## src/rtl/qft_twiddle_gen_pkg.sv

```systemverilog
// Shared QFT datapath constants: twiddle width, Q2.10 scaling, sequencer states and the
// (cos, sin) ROM for rotation orders k = 2..8.
package qft_pkg;

    localparam int TW_W     = 12;
    localparam int FRAC_W   = 10;
    localparam int ONE_Q210 = 1 << FRAC_W;
    localparam int IDX_W    = 3;
    localparam int K_W      = 4;
    localparam int NQ_W     = 4;

    typedef enum logic [1:0] {
        S_IDLE,
        S_RUN,
        S_FIN
    } state_t;

    typedef struct packed {
        logic signed [TW_W-1:0] cos_v;
        logic signed [TW_W-1:0] sin_v;
    } twiddle_t;

    // Entry i holds k = i + 2, rounded to nearest; the last slot pads the table to a power of two.
    localparam twiddle_t TW_ROM [8] = '{
        '{12'sd0,                12'(ONE_Q210)},
        '{12'sd724,              12'sd724},
        '{12'sd946,              12'sd392},
        '{12'sd1004,             12'sd200},
        '{12'sd1019,             12'sd100},
        '{12'sd1023,             12'sd50},
        '{12'(ONE_Q210),         12'sd25},
        '{12'sd0,                12'sd0}
    };

endpackage

```

## src/rtl/qft_twiddle_gen_if.sv

```systemverilog
// Twiddle valid/ready channel between the QFT sequencer (master) and the complex multiplier (slave).
interface qft_twiddle_gen_if;
    import qft_pkg::*;

    logic                   tw_valid;
    logic                   tw_ready;
    logic [IDX_W-1:0]       tgt_idx;
    logic [IDX_W-1:0]       ctl_idx;
    logic [K_W-1:0]         k_out;
    logic signed [TW_W-1:0] cos_2p_by;
    logic signed [TW_W-1:0] sin_2p_by;

    modport master (
        output tw_valid, tgt_idx, ctl_idx, k_out, cos_2p_by, sin_2p_by,
        input  tw_ready
    );

    modport slave (
        input  tw_valid, tgt_idx, ctl_idx, k_out, cos_2p_by, sin_2p_by,
        output tw_ready
    );

endinterface

```

## src/rtl/qft_twiddle_gen_rom.sv

```systemverilog
// Combinational k -> (cos, sin) lookup. With QFT_INVERSE_EN defined the sine is negated
// so the multiplier applies e^{-i2pi/2^k} for the inverse QFT.
module qft_twiddle_rom
    import qft_pkg::*;
(
    input  logic [K_W-1:0]         k,
    output logic signed [TW_W-1:0] cos_v,
    output logic signed [TW_W-1:0] sin_v
);

    twiddle_t   entry;
    logic [2:0] idx;

    always_comb begin
        // NOTE: every combinational output gets a default first so no path infers a latch.
        entry = '0;
        idx   = 3'(k - 4'd2);
        if (k >= 4'd2 && k <= 4'd8) begin
            entry = TW_ROM[idx];
        end
    end

    assign cos_v = entry.cos_v;
`ifdef QFT_INVERSE_EN
    assign sin_v = -entry.sin_v;
`else
    assign sin_v = entry.sin_v;
`endif

endmodule

```

## src/rtl/qft_twiddle_gen.sv

```systemverilog
// QFT twiddle sequencer: walks every controlled-phase R_k (j outer, c inner) and presents
// registered indices and twiddles on a valid/ready channel. Sine sign set by QFT_INVERSE_EN.
module qft_twiddle_gen
    import qft_pkg::*;
#(
    parameter int MAX_QUBITS = 8
) (
    input  logic              clk,
    input  logic              rst,
    input  logic              start,
    input  logic [NQ_W-1:0]   nq,
    qft_twiddle_gen_if.master tw,
    output logic              busy,
    output logic              done
);

    state_t                 state, state_nxt;
    logic [NQ_W-1:0]        nq_q;
    logic [IDX_W-1:0]       j_q, c_q, j_nxt, c_nxt;
    logic [K_W-1:0]         k_nxt;
    logic                   load;
    logic                   nq_ok, row_end, last_beat;
    logic signed [TW_W-1:0] rom_cos, rom_sin;

    logic [IDX_W-1:0]       tgt_q, ctl_q;
    logic [K_W-1:0]         k_q;
    logic signed [TW_W-1:0] cos_q, sin_q;

    assign nq_ok     = (nq >= 4'd2) && (nq <= 4'(MAX_QUBITS));
    assign row_end   = ({1'b0, c_q} == nq_q - 4'd1);
    assign last_beat = row_end && ({1'b0, j_q} == nq_q - 4'd2);

    always_comb begin
        state_nxt = state;
        j_nxt     = j_q;
        c_nxt     = c_q;
        load      = 1'b0;
        unique case (state)
            S_IDLE: begin
                if (start) begin
                    if (nq_ok) begin
                        state_nxt = S_RUN;
                        j_nxt     = '0;
                        c_nxt     = 3'd1;
                        load      = 1'b1;
                    end else begin
                        state_nxt = S_FIN;
                    end
                end
            end
            S_RUN: begin
                if (tw.tw_ready) begin
                    if (last_beat) begin
                        state_nxt = S_FIN;
                    end else if (row_end) begin
                        j_nxt = j_q + 3'd1;
                        c_nxt = j_q + 3'd2;
                        load  = 1'b1;
                    end else begin
                        c_nxt = c_q + 3'd1;
                        load  = 1'b1;
                    end
                end
            end
            S_FIN:   state_nxt = S_IDLE;
            default: state_nxt = S_IDLE;
        endcase
        k_nxt = K_W'(c_nxt) - K_W'(j_nxt) + 4'd1;
    end

    qft_twiddle_rom u_rom (
        .k     (k_nxt),
        .cos_v (rom_cos),
        .sin_v (rom_sin)
    );

    // NOTE: sequential state uses non-blocking assignments only, so every register samples pre-edge values.
    always_ff @(posedge clk) begin
        if (rst) begin
            state <= S_IDLE;
            nq_q  <= '0;
            j_q   <= '0;
            c_q   <= '0;
            tgt_q <= '0;
            ctl_q <= '0;
            k_q   <= '0;
            cos_q <= '0;
            sin_q <= '0;
        end else begin
            state <= state_nxt;
            j_q   <= j_nxt;
            c_q   <= c_nxt;
            if (state == S_IDLE && start) begin
                nq_q <= nq;
            end
            // Fields only move on a handshake (or the first load); they read zero outside RUN.
            if (load) begin
                tgt_q <= j_nxt;
                ctl_q <= c_nxt;
                k_q   <= k_nxt;
                cos_q <= rom_cos;
                sin_q <= rom_sin;
            end else if (state_nxt != S_RUN) begin
                tgt_q <= '0;
                ctl_q <= '0;
                k_q   <= '0;
                cos_q <= '0;
                sin_q <= '0;
            end
        end
    end

    assign tw.tw_valid  = (state == S_RUN);
    assign tw.tgt_idx   = tgt_q;
    assign tw.ctl_idx   = ctl_q;
    assign tw.k_out     = k_q;
    assign tw.cos_2p_by = cos_q;
    assign tw.sin_2p_by = sin_q;
    assign busy         = (state == S_RUN);
    assign done         = (state == S_FIN);

endmodule

```

## src/flat_wrapper.sv

```systemverilog
// flat-port wrapper written by rule: the top's interface ports become plain ports
module qft_twiddle_gen_flat import qft_pkg::*;
#(
    parameter int MAX_QUBITS = 8
)
  (clk, rst, start, nq, busy, done, tw_tw_valid, tw_tgt_idx, tw_ctl_idx, tw_k_out, tw_cos_2p_by, tw_sin_2p_by, tw_tw_ready);
  qft_twiddle_gen_if tw_i ();
  input  logic clk;
  input  logic rst;
  input  logic start;
  input  logic [NQ_W-1:0] nq;
  output logic busy;
  output logic done;
  output wire logic [$bits(tw_i.tw_valid)-1:0] tw_tw_valid;
  output wire logic [$bits(tw_i.tgt_idx)-1:0] tw_tgt_idx;
  output wire logic [$bits(tw_i.ctl_idx)-1:0] tw_ctl_idx;
  output wire logic [$bits(tw_i.k_out)-1:0] tw_k_out;
  output wire logic [$bits(tw_i.cos_2p_by)-1:0] tw_cos_2p_by;
  output wire logic [$bits(tw_i.sin_2p_by)-1:0] tw_sin_2p_by;
  input wire logic [$bits(tw_i.tw_ready)-1:0] tw_tw_ready;
  assign tw_tw_valid = tw_i.tw_valid;
  assign tw_tgt_idx = tw_i.tgt_idx;
  assign tw_ctl_idx = tw_i.ctl_idx;
  assign tw_k_out = tw_i.k_out;
  assign tw_cos_2p_by = tw_i.cos_2p_by;
  assign tw_sin_2p_by = tw_i.sin_2p_by;
  assign tw_i.tw_ready = tw_tw_ready;
  qft_twiddle_gen #(.MAX_QUBITS(MAX_QUBITS)) u_core (.clk(clk), .rst(rst), .start(start), .nq(nq), .tw(tw_i), .busy(busy), .done(done));
endmodule
```

## config.mk

```make
export PLATFORM = sky130hd
export DESIGN_NAME = qft_twiddle_gen_flat
export DESIGN_NICKNAME = d
export VERILOG_FILES = /design/src/rtl/qft_twiddle_gen_pkg.sv /design/src/rtl/qft_twiddle_gen_if.sv /design/src/rtl/qft_twiddle_gen_rom.sv /design/src/rtl/qft_twiddle_gen.sv /design/src/flat_wrapper.sv
export SDC_FILE = /design/constraint.sdc
export NUM_CORES = 1
export LEC_CHECK = 0
export ABC_AREA = 1
export CELL_PAD_IN_SITES_DETAIL_PLACEMENT = 2
export CELL_PAD_IN_SITES_GLOBAL_PLACEMENT = 2
export CORE_UTILIZATION = 26
export CTS_CLUSTER_DIAMETER = 100
export DETAILED_ROUTE_END_ITERATION = 16
export PLACE_DENSITY = 0.75
export REMOVE_ABC_BUFFERS = 1
export SLEW_MARGIN = 20
export SYNTH_ARGS = -nofsm -noshare
export SYNTH_HDL_FRONTEND = slang
export SYNTH_SLANG_ARGS = --single-unit
```

## constraint.sdc

```tcl
create_clock -name clk -period 3.4 [get_ports clk]
set_input_delay 0.34 -clock clk [delete_from_list [all_inputs] [get_ports clk]]
set_output_delay 0.34 -clock clk [all_outputs]
set_load 0.05 [all_outputs]
```

==> results.cfg <==
[global_route]
antenna_found_initial = 0
grt_max_degree = 24
grt.total_usage_pct = 21.24
globalRouteOverflowTotal = 0
grt_pass1_vias = 2990
grt_pass1_wl_mm = 15.89

[die]
start_util_pct = 27.29
core_um2 = 8848
ios = 45
die_w_um = 98.37
die_h_um = 98.37
rows = 34
die_area_um2 = 9677

[synthesis]
synth_fa_ha_area_share_pct = 9.119
synth_edf_count = 0
ys.warnings.count = 0
async_flop_share_pct = 0
syn_inst = 339
ys.flop_type = dfxtp_1
syn_area_um2 = 2415
yosysTopAreaCell = dfxtp_1
ys_types = 32
synth_top_family_by_area = simple AND/OR/NAND/NOR gates
ys_ff_latch = 40
synth_seq_area_share_pct = 33.16
synthTopCellsByArea = dfxtp_1, nand2_1, ha_1
yosys.area.top_type_share_pct = 33.16
synthMuxAreaShare_pct = 0
synth-xor-area-share_pct = 1.088
synth-compound-area-share_pct = 7.927
synth-simple-area-share_pct = 37.88
synth_area_per_cell_um2 = 7.123

[layout]
fin_cells = 552
nFillCells = 1002
fin_nets = 468
antenna_cells = 0
drive_above_1_share_pct = 36.94
synthToLayoutAreaGrowth_pct = 55.60

[place]
place_inst = 531
dp_slack_ns = -0.5609
hpwl_mm = 6.453
portBuffers = 42
gp_congestion = 0.8294

[setup_path]
crit_required_ns = 3.66
rrSetupSlack_ns = -0.20
worstSetupPathType = reg -> reg
setup.worst_path.end_class = flop
worstPathArrival_ns = 3.86
critPathMaxFanout = 5
rr_worst_depth = 26
cp-start-kind = flop

[detailed_routing]
ant_nets = 0
wirelength_mm = 10.18
wire_per_inst_um = 18.45
drt_pass1_iterations = 6
vias = 2649
viasPerCell = 4.799
post-route-drc-count = 0
drt_iter0_drc = 74

[timing]
slew_violations = 0
setup_ws_ns = -0.2014
finalCritPeriodShare_pct = 105.9
timing.hold.ws_ns = 0.4611
slew_headroom_pct = 57.42
setup_violations = 18
hold_viol_final = 0
period_needed_ns = 3.601
max_freq_ghz = 0.2777
clock_skew_ns = 0.006169
rsz0062_at_grt = true
tightest_slew_ns = 0.6380

[status]
status = finished with violations
violations = negative setup slack

[clock_tree]
numClockSinks = 40
postCtsHoldBufs = 0
numCtsBuffers = 5
cts_buffer_depth = 2
clkLatencyLatePin_ns = 0.31
cts_root_buffer = clkbuf_8
cts_tree = built
htreeDepth = 2
path_clk_slew_ns = 0.09

[power]
power.leakage_nw = 1.686
ir_worst_vdd_mv = 0.2102
power.density_nw_per_um2 = 412.7

[job]
maxCapViolCount = 0

[hold_path]
worst_hold_path.num_cells = 2
hold_path_class = reg -> reg
==> sequential cells by signal (all words and copies together), names as in the netlist <==
name	cells
u_core.tw.ctl_idx	3
u_core.tw.sin_2p_by	11
u_core.j_q	3
u_core.c_q	3
u_core.tw.cos_2p_by	7
u_core.tw.tgt_idx	3
u_core.state	2
u_core.nq_q	4
u_core.tw.k_out	4
==> critical path, stage by stage (launching register included) <==
cell	delay, ns
dfxtp_2	0.36
inv_4	0.07
ha_4	0.26
inv_2	0.06
nand2_2	0.05
nand2_4	0.08
nand2_2	0.06
inv_2	0.07
nand3_4	0.11
buf_4	0.17
nor2_4	0.09
nand2_1	0.09
nand2_2	0.10
nand2_2	0.07
nand2_2	0.10
inv_2	0.06
ha_4	0.16
ha_4	0.16
inv_2	0.05
fa_2	0.47
buf_6	0.15
a31o_2	0.20
nand2_2	0.07
inv_1	0.09
nor2_4	0.13
nand4_1	0.16
nand2_1	0.10
==> synth_stat cells (3+ instances only) <==
library cell and number:
inv_1 34, ha_1 16, nor2_4 5, a21oi_1 15
inv_2 7, nand4_1 13, nand3_4 4, o21ai_0 11
dfxtp_1 40, nand3_1 13, buf_4 9, nand2_4 3
nor2_2 5, a22oi_1 4, nand2_1 109, clkbuf_1 3
nor2_1 28
==> layout by cell type, fill, tap and decap left out, types with 2 or more instances in the layout <==
cell and count:
a21oi_1 14, a22oi_1 4, buf_4 64, buf_6 5, clkbuf_8 6, clkdlybuf4s50_1 42
conb_1 2, dfxtp_1 37, dfxtp_2 3, ha_1 8, ha_4 8, inv_1 23
inv_2 16, inv_4 2, nand2_1 91, nand2_2 19, nand2_4 3, nand3_1 9
nand3_2 5, nand3_4 5, nand4_1 13, nor2_1 21, nor2_2 8, nor2_4 9
o21ai_0 8, o21ai_1 3, o21ai_2 3
==> through the flow <==
| step | setup TNS, ns | total power, mW | instance area (µm²) | utilization (%) |
|---|---|---|---|---|
| 2_1_floorplan | -2.246 | 0.8352 | 2318 | - |
| 3_3_place_gp | -4.750 | 1.042 | 3294 | 37.23 |
| 3_5_place_dp | -8.597 | 1.064 | 3294 | 37.23 |
| 4_1_cts | -1.911 | 1.518 | 3659 | 41.35 |
| 5_1_grt | -5.889 | 1.630 | 3757 | 42.46 |
| 6_report | -2.809 | 1.551 | 3757 | 42.46 |
==> final timing paths <==
path,start,end
max reg2reg,u_core.nq_q[1],u_core.tw.sin_2p_by[10]
min,u_core.tw.sin_2p_by[2],u_core.tw.sin_2p_by[2]
min reg2reg,u_core.tw.sin_2p_by[2],u_core.tw.sin_2p_by[2]
max,u_core.nq_q[1],u_core.tw.sin_2p_by[10]
==> power breakdown <==
group	switching (mW)	internal [mW]
Combinational	0.420	0.263
Clock	0.190	0.166
Sequential	0.0186	0.493
Total	0.628	0.923
==> timing repair <==
item                                    4_1_cts  5_1_grt
pin swaps                                    19       13
endpoints found under the setup margin       20       19
setup buffers                                 7        6
gates resized for setup                      60       16
==> cell families (layout without fill, tap and decap cells) <==
| group | count (synthesis) | count (layout) |
|---|---|---|
| xor+xnor | 3 | 3 |
| flops | 40 | 40 |
| simple gates | 187 | 187 |
| compound gates | 34 | 34 |
| buf+inv | 57 | 161 |
| other cells | 1 | 2 |
| fa+ha+maj | 17 | 17 |
==> area by class of cell <==
cell class	count	area [µm²]	area share, %
clock inverter	2	13.76	0.3663
inverter	42	162.7	4.329
clock buffer	6	82.58	2.198
multi-input combinational	243	1602	42.62
tap	108	135.1	3.596
sequential	40	804.5	21.41
timing repair buffer	111	957.2	25.47
==> metal layers <==
metal | routed length, µm | share of wire, % | vias to the layer above | GRT usage [%]
met3 | 242 | 2.4 | 20 | 2.577
met5 | 0 | 0 | - | 0
met4 | 261 | 2.6 | 0 | 8.496
met2 | 5274 | 52 | 50 | 38.89
met1 | 4403 | 43 | 1313 | 25.07
li1 | - | - | 1266 | -
(Power assumes the default switching activity.)
